$ cat config.mk
export PLATFORM = sky130hd
export DESIGN_NAME = clk_div_scheduler
export DESIGN_NICKNAME = d
export VERILOG_FILES = /design/src/rtl/clk_div_scheduler.sv
export SDC_FILE = /design/constraint.sdc
export NUM_CORES = 1
export LEC_CHECK = 0
export CAP_MARGIN = 10
export CORE_MARGIN = 2
export CORE_UTILIZATION = 45
export DETAILED_ROUTE_END_ITERATION = 16
export DONT_BUFFER_PORTS = 1
export MAX_ROUTING_LAYER = met4
export PLACE_DENSITY_LB_ADDON = 0.2
export SLEW_MARGIN = 10
export SYNTH_ARGS = -nofsm -noshare
export SYNTH_HDL_FRONTEND = slang
export SYNTH_SLANG_ARGS = --single-unit
$ cat constraint.sdc
create_clock -name clk -period 4 [get_ports clk]
set_input_delay 0.4 -clock clk [delete_from_list [all_inputs] [get_ports clk]]
set_output_delay 0.4 -clock clk [all_outputs]
set_load 0.02 [all_outputs]
$ cat src/rtl/clk_div_scheduler.sv
// clk_div_scheduler: start/stop sequencing and period-aligned ratio switching for a clock divider.
// Outputs are registered from next-state values, so clk_out and tick line up with cnt.
module clk_div_scheduler #(
  parameter int CNT_W         = 8,
  parameter int DEFAULT_RATIO = 4
) (
  input  logic             clk,
  input  logic             rst,
  input  logic             enable,
  input  logic             div_valid,
  input  logic [CNT_W-1:0] div_ratio,
  output logic             div_ready,
  output logic             clk_out,
  output logic             tick,
  output logic             busy,
  output logic [CNT_W-1:0] cur_ratio,
  output logic             err
);
  typedef enum logic [1:0] {IDLE, RUN, PEND, STOP} state_t;
  state_t state, state_n;
  logic [CNT_W-1:0] cnt, cnt_n, ratio_n, shadow, shadow_n;
  logic acc, take, end_p, run_n, clk_n, tick_n, err_n;
  assign div_ready = (state == IDLE) || (state == RUN);
  assign busy      = state != IDLE;
  always_comb begin
    acc      = div_valid && div_ready;
    take     = acc && (div_ratio >= CNT_W'(2));
    err_n    = acc && !take;
    end_p    = cnt == cur_ratio - CNT_W'(1);
    state_n  = state;
    cnt_n    = cnt;
    ratio_n  = cur_ratio;
    shadow_n = shadow;
    if (state == IDLE) begin
      ratio_n = take ? div_ratio : cur_ratio;
      state_n = enable ? RUN : IDLE;
      cnt_n   = '0;
    end else if (end_p) begin
      ratio_n  = take ? div_ratio : (shadow != '0 ? shadow : cur_ratio);
      shadow_n = '0;
      cnt_n    = '0;
      state_n  = enable ? RUN : IDLE;
    end else begin
      shadow_n = take ? div_ratio : shadow;
      cnt_n    = cnt + CNT_W'(1);
      state_n  = !enable ? STOP : (shadow_n != '0 ? PEND : RUN);
    end
    run_n  = state_n != IDLE;
    clk_n  = run_n && (cnt_n < (ratio_n >> 1));
    tick_n = run_n && (cnt_n == ratio_n - CNT_W'(1));
  end
  always_ff @(posedge clk or negedge rst) begin
    if (!rst) begin
      state     <= IDLE;
      cnt       <= '0;
      cur_ratio <= CNT_W'(DEFAULT_RATIO);
      shadow    <= '0;
      clk_out   <= 1'b0;
      tick      <= 1'b0;
      err       <= 1'b0;
    end else begin
      state     <= state_n;
      cnt       <= cnt_n;
      cur_ratio <= ratio_n;
      shadow    <= shadow_n;
      clk_out   <= clk_n;
      tick      <= tick_n;
      err       <= err_n;
    end
  end
endmodule

# [Word level (Yosys, flattened, before mapping)]
# Index checks and enable logic that the tools add are counted.
# W data, S select, Z words.
[word_totals] regBits=29 input_bits=12 out_inout_bits=13
[classes] add_sub_neg=3 magnitude_cmp=2 eq_ne=3 muxes=14 reduce_logical=12
[ops] operator="$mux W8" n=9
[ops] operator="$eq A8 B8 Y1" n=2
[ops] operator="$reduce_bool A8 Y1" n=2
[ops] operator="$sub A8 B1 Y8 const B" n=2
[ops] operator="$add A8 B1 Y8 const B" n=1
[ops] operator="$ge A8 B2 Y1 const B" n=1
[ops] operator="$lt A8 B7 Y1" n=1
[ops] operator="$mux W2" n=4
[ops] operator="$logic_and A1 B1 Y1" n=5
[ops] operator="$reduce_bool A2 Y1" n=2
[ops] operator="$eq A2 B1 Y1 const B" n=1
[ops] operator="$logic_not A2 Y1" n=1
[ops] operator="$logic_not A1 Y1" n=1
[ops] operator="$logic_or A1 B1 Y1" n=1
[ops] operator="$mux W1" n=1

# [Logic depth before layout (Yosys ltp)]
[depth] word_depth=12 ltp_mapped=15 depth_no_buf=15

# [Least setup slack after synthesis]
# OpenSTA, ideal clock, no wires.
[synth_path] path_kind="register -> register" from="reg cur_ratio[1]" to="reg clk_out" arrival_ps=3593 required_ps=3918 path_slack_ps=325 stages_incl_launch_ff=16 path_buffers=1 path_cell_list="dfrtp_1 inv_1 ha_1 xnor2_1 nor3_1 nand4b_2 nor3_4 buf_2 nor2_1 and2_1 ha_1 a31o_1 a21o_1 a21o_1 maj3_1 a31oi_1"
[synth_between] elab_chain_len=6 word_cells_on_any_way=14
[synth_rtl] item="from (decl)" line="16" rtl="output logic [CNT_W-1:0] cur_ratio,"
[synth_rtl] item="from (signal assigned)" line="56" rtl="cur_ratio <= CNT_W'(DEFAULT_RATIO);"
[synth_rtl] item="from (signal assigned)" line="64" rtl="cur_ratio <= ratio_n;"
[synth_rtl] item="$sub A8 B1 Y8" line="29" rtl="end_p = cnt == cur_ratio - CNT_W'(1);"
[synth_rtl] item="$eq A8 B8 Y1" line="29"
[synth_rtl] item="$mux W8" line="38" rtl="end else if (end_p) begin"
[synth_rtl] item="$mux W8" line="34" rtl="if (state == IDLE) begin"
[synth_rtl] item="net cnt_n[1]" line="21" rtl="logic [CNT_W-1:0] cnt, cnt_n, ratio_n, shadow, shadow_n;"
[synth_rtl] item="$lt A8 B7 Y1" line="49" rtl="clk_n = run_n && (cnt_n < (ratio_n >> 1));"
[synth_rtl] item="$logic_and A1 B1 Y1" line="49"
[synth_rtl] item="net clk_n" line="22" rtl="logic acc, take, end_p, run_n, clk_n, tick_n, err_n;"
[synth_rtl] item="to (signal assigned)" line="66" rtl="clk_out <= clk_n;"
[synth_rtl] item="to (decl)" line="13" rtl="output logic clk_out,"
# The timed path passes the listed nets, and every way through them passes these cells.
# A chain may end at the register's enable or synchronous reset.

# [Final worst setup path]
[layout_path] from="reg cur_ratio[3]" to="reg clk_out"
[layout_between] elab_chain_len=6 word_cells_on_any_way=14
[layout_rtl] item="$sub A8 B1 Y8 / $mux W8 (equally long branches)" line="29, 39"
[layout_rtl] item="$eq A8 B8 Y1 / $mux W8 (equally long branches)" line="29, 39"
[layout_rtl] item="$mux W8 / $mux W2 (equally long branches)" line="38"
[layout_rtl] item="$mux W8 / $mux W2 (equally long branches)" line="34"
[layout_rtl] item="$lt A8 B7 Y1 / $reduce_bool A2 Y1 (equally long branches)" line="49, 48"
[layout_rtl] item="$logic_and A1 B1 Y1 (*)" line="49"
[layout_rtl] item="net clk_n" line="22"
# Mark *: on every way through the listed nets, which the timed path passes. The rest lies on a longest branch.

==> results_dict.tcl <==
set metrics [dict create \
    run_status "completed" \
    clk_latency_ns 0.29 \
    grt.total_usage 0.244 \
    synth_top_area_cell "dfrtp_1" \
    slew_headroom 0.610 \
    antenna_found_initial 0 \
    yosysWarnings 0 \
    worst_path_dominant_cell_family "compound AO/OA/AOI/OAI gates" \
    numCtsBuffers 5 \
    grt_pass1_wl_um 9500 \
    period_minus_slack_ns 3.65 \
    start_kind "flop" \
    pwr-share-comb 0.586 \
    initial_core_util 0.463 \
    dp.final_hpwl_um 4390 \
    nets 263 \
    ir_drop_mv 0.416 \
    path_class "reg2reg" \
    crit_required_ns 4.21 \
    synth_flop_cell "dfrtp_1" \
    clock_skew_ns 0.0147 \
    netlist_top_cells_area "dfrtp_1 32%, xnor2_1 5.2%, ha_1 4.6%, nor2_1 3.8%, xor2_1 3.2%" \
    grt_max_degree 30 \
    worst-endpoint-arrival_ns 3.86 \
    setup_viol 0 \
    syn_avg_cell_area_um2 9.37 \
    drt_iter0_drc 158 \
    diodes 0 \
    h-tree-depth 2 \
    grt_pass1_vias 1751 \
    leakagePower_uw 0.00104 \
    dieArea_mm2 0.00540 \
    finalMaxSlewViolations 0 \
    gp_congestion 0.885 \
    min_path_type "in2reg" \
    num_vias 1896 \
    yosysMostFrequentCell "dfrtp_1" \
    ant_nets 0 \
    design_area_mm2 0.00243 \
    ys_ff_latch 29 \
    die_height_um 73.5 \
    fin_tns_setup_ns 0 \
    core-area_mm2 0.00469 \
    post_cts_buffers 0 \
    syn_area_mm2 0.00217 \
    netlist_instances 232 \
    critPathMaxFanout 8 \
    drv_cap 0 \
    worstMarginPinSlew_ns 0.584 \
    synth-edff-count 0 \
    grt_overflow 0 \
    seq_power_share 0.272 \
    crit_chain "inv_1, o211a_1, o31a_1, or4b_1, a31o_1, ha_1, a31o_1, a21o_1, a21o_1, maj3_1, a31oi_1" \
    wirelength_um 5860 \
    routedWlPerCell_um 19.7 \
    syn-num-nets 252 \
    internal_power_uw 1210 \
    end_kind "flop" \
    cts.sinks 29 \
    drtPass1Iterations 4 \
    drc 0 \
    netlist.area_leader.share 0.322 \
    clkPwrFrac 0.142 \
    ios 25 \
    finalCritPeriodShare 0.913 \
    portBuffers 0 \
    power.switching_uw 1070 \
    critical-path-max-stage-delay_ns 0.66 \
    drive_gt1_frac 0.172 \
    cts_tree "yes" \
    clock_path_buffers 2 \
    critPathBufInv 1 \
    die_w_um 73.5 \
    switching_share 0.470 \
    fmax_mhz 274 \
    synthArstFlopShare 1.00 \
    powerDensity_mw_per_mm2 936 \
    clk_pin_slew_ns 0.07 \
    finalHoldViolCount 0 \
    fillers 452 \
    syn2layout_area_growth_pct 11.7 \
    ys_top_cells_by_count "28 x dfrtp_1, 22 x nor2_1, 15 x nand2_1" \
    placed_area_mm2 0.00228 \
    slowest_stage "dfrtp_1" \
    ys_seq_area_frac 0.334 \
    clockRootBuffer "clkbuf_8" \
    rsz0062_at_grt "no" \
    viasPerCell 6.36 \
    rows 25 \
    yosys.cell_types.count 67 \
    power.total_uw 2270 \
]
-- path summary, 6_finish.rpt --
| check | slack [ns] | to | from | cells past startpoint |
|---|---|---|---|---|
| max | 0.35 | clk_out | cur_ratio[3] | 11 |
| min in group asynchronous | 0.59 | cur_ratio[0] | rst | 2 |
| max reg2reg | 0.35 | clk_out | cur_ratio[3] | 11 |
| min reg2reg | 0.54 | shadow[7] | shadow[7] | 1 |
| max in group asynchronous | 3.18 | cur_ratio[2] | rst | 2 |
| min | 0.18 | err | div_ratio[5] | 1 |
-- routing by layer --
| layer | routed length (um) | track usage |
|---|---|---|
| met5 | 0 | - |
| met4 | 56 | 0.0626 |
| met3 | 396 | 0.0494 |
| met2 | 2650 | 0.355 |
| met1 | 2750 | 0.347 |
-- sequential cells by signal, indices dropped and copies added, names as in the netlist --
register   count
cnt            8
cur_ratio      8
shadow         8
state          2
clk_out        1
err            1
tick           1
-- through the flow --
step	instances	hold slack, ns	setup slack (ns)	utilization
final	298	0.180	0.349	0.518
after detailed placement	288	0.105	0.357	0.486
after floorplan	232	0.104	0.325	-
after CTS	298	0.180	0.342	0.518
after global routing	298	0.175	0.0987	0.518
after global placement	288	0.105	0.397	0.486
-- cell families (layout without fill, tap and decap cells) --
logic type      after synthesis  count (layout)  synth area share
flops                        29              29             0.334
xor+xnor                     21              21            0.0846
buf+inv                      22              34            0.0403
fa+ha+maj                     9               9            0.0506
simple gates                 83              83             0.224
compound gates               68              68             0.266
-- power by group through the flow --
| stage | Clock (uW) | Sequential (uW) | Combinational [uW] |
|---|---|---|---|
| floorplan | 0 | 574 | 1060 |
| global placement | 0 | 622 | 1300 |
| detailed placement | 0 | 622 | 1310 |
| CTS | 326 | 616 | 1330 |
| global route | 339 | 638 | 1480 |
| finish | 323 | 619 | 1330 |
-- cell usage in the layout (no fill, tap or decap), drive strengths merged, types with 4 or more instances in the layout --
master   n
a21oi   11
a22o     7
and3     5
buf     11
clkbuf   7
dfrtp   28
ha       8
inv     14
nand2   15
nand3    9
nor2    22
nor3     5
nor4     5
o21ai    9
o31ai    4
xnor2   13
xor2     8
-- layout make-up --
cell class	count	area, um2	area share
timing repair buffer	12	105	0.0433
inverter	14	52.6	0.0216
clock inverter	1	30.0	0.0124
multi-input combinational	181	1360	0.560
clock buffer	7	86.3	0.0355
sequential	29	727	0.299
tap	54	67.6	0.0278
-- timing repair --
item / 4_1_cts / 5_1_grt
resized for setup: 0 / 0
hold buffers: 2 / 0
endpoints found under the hold margin: 29 / 0
(Power assumes the default switching activity.)
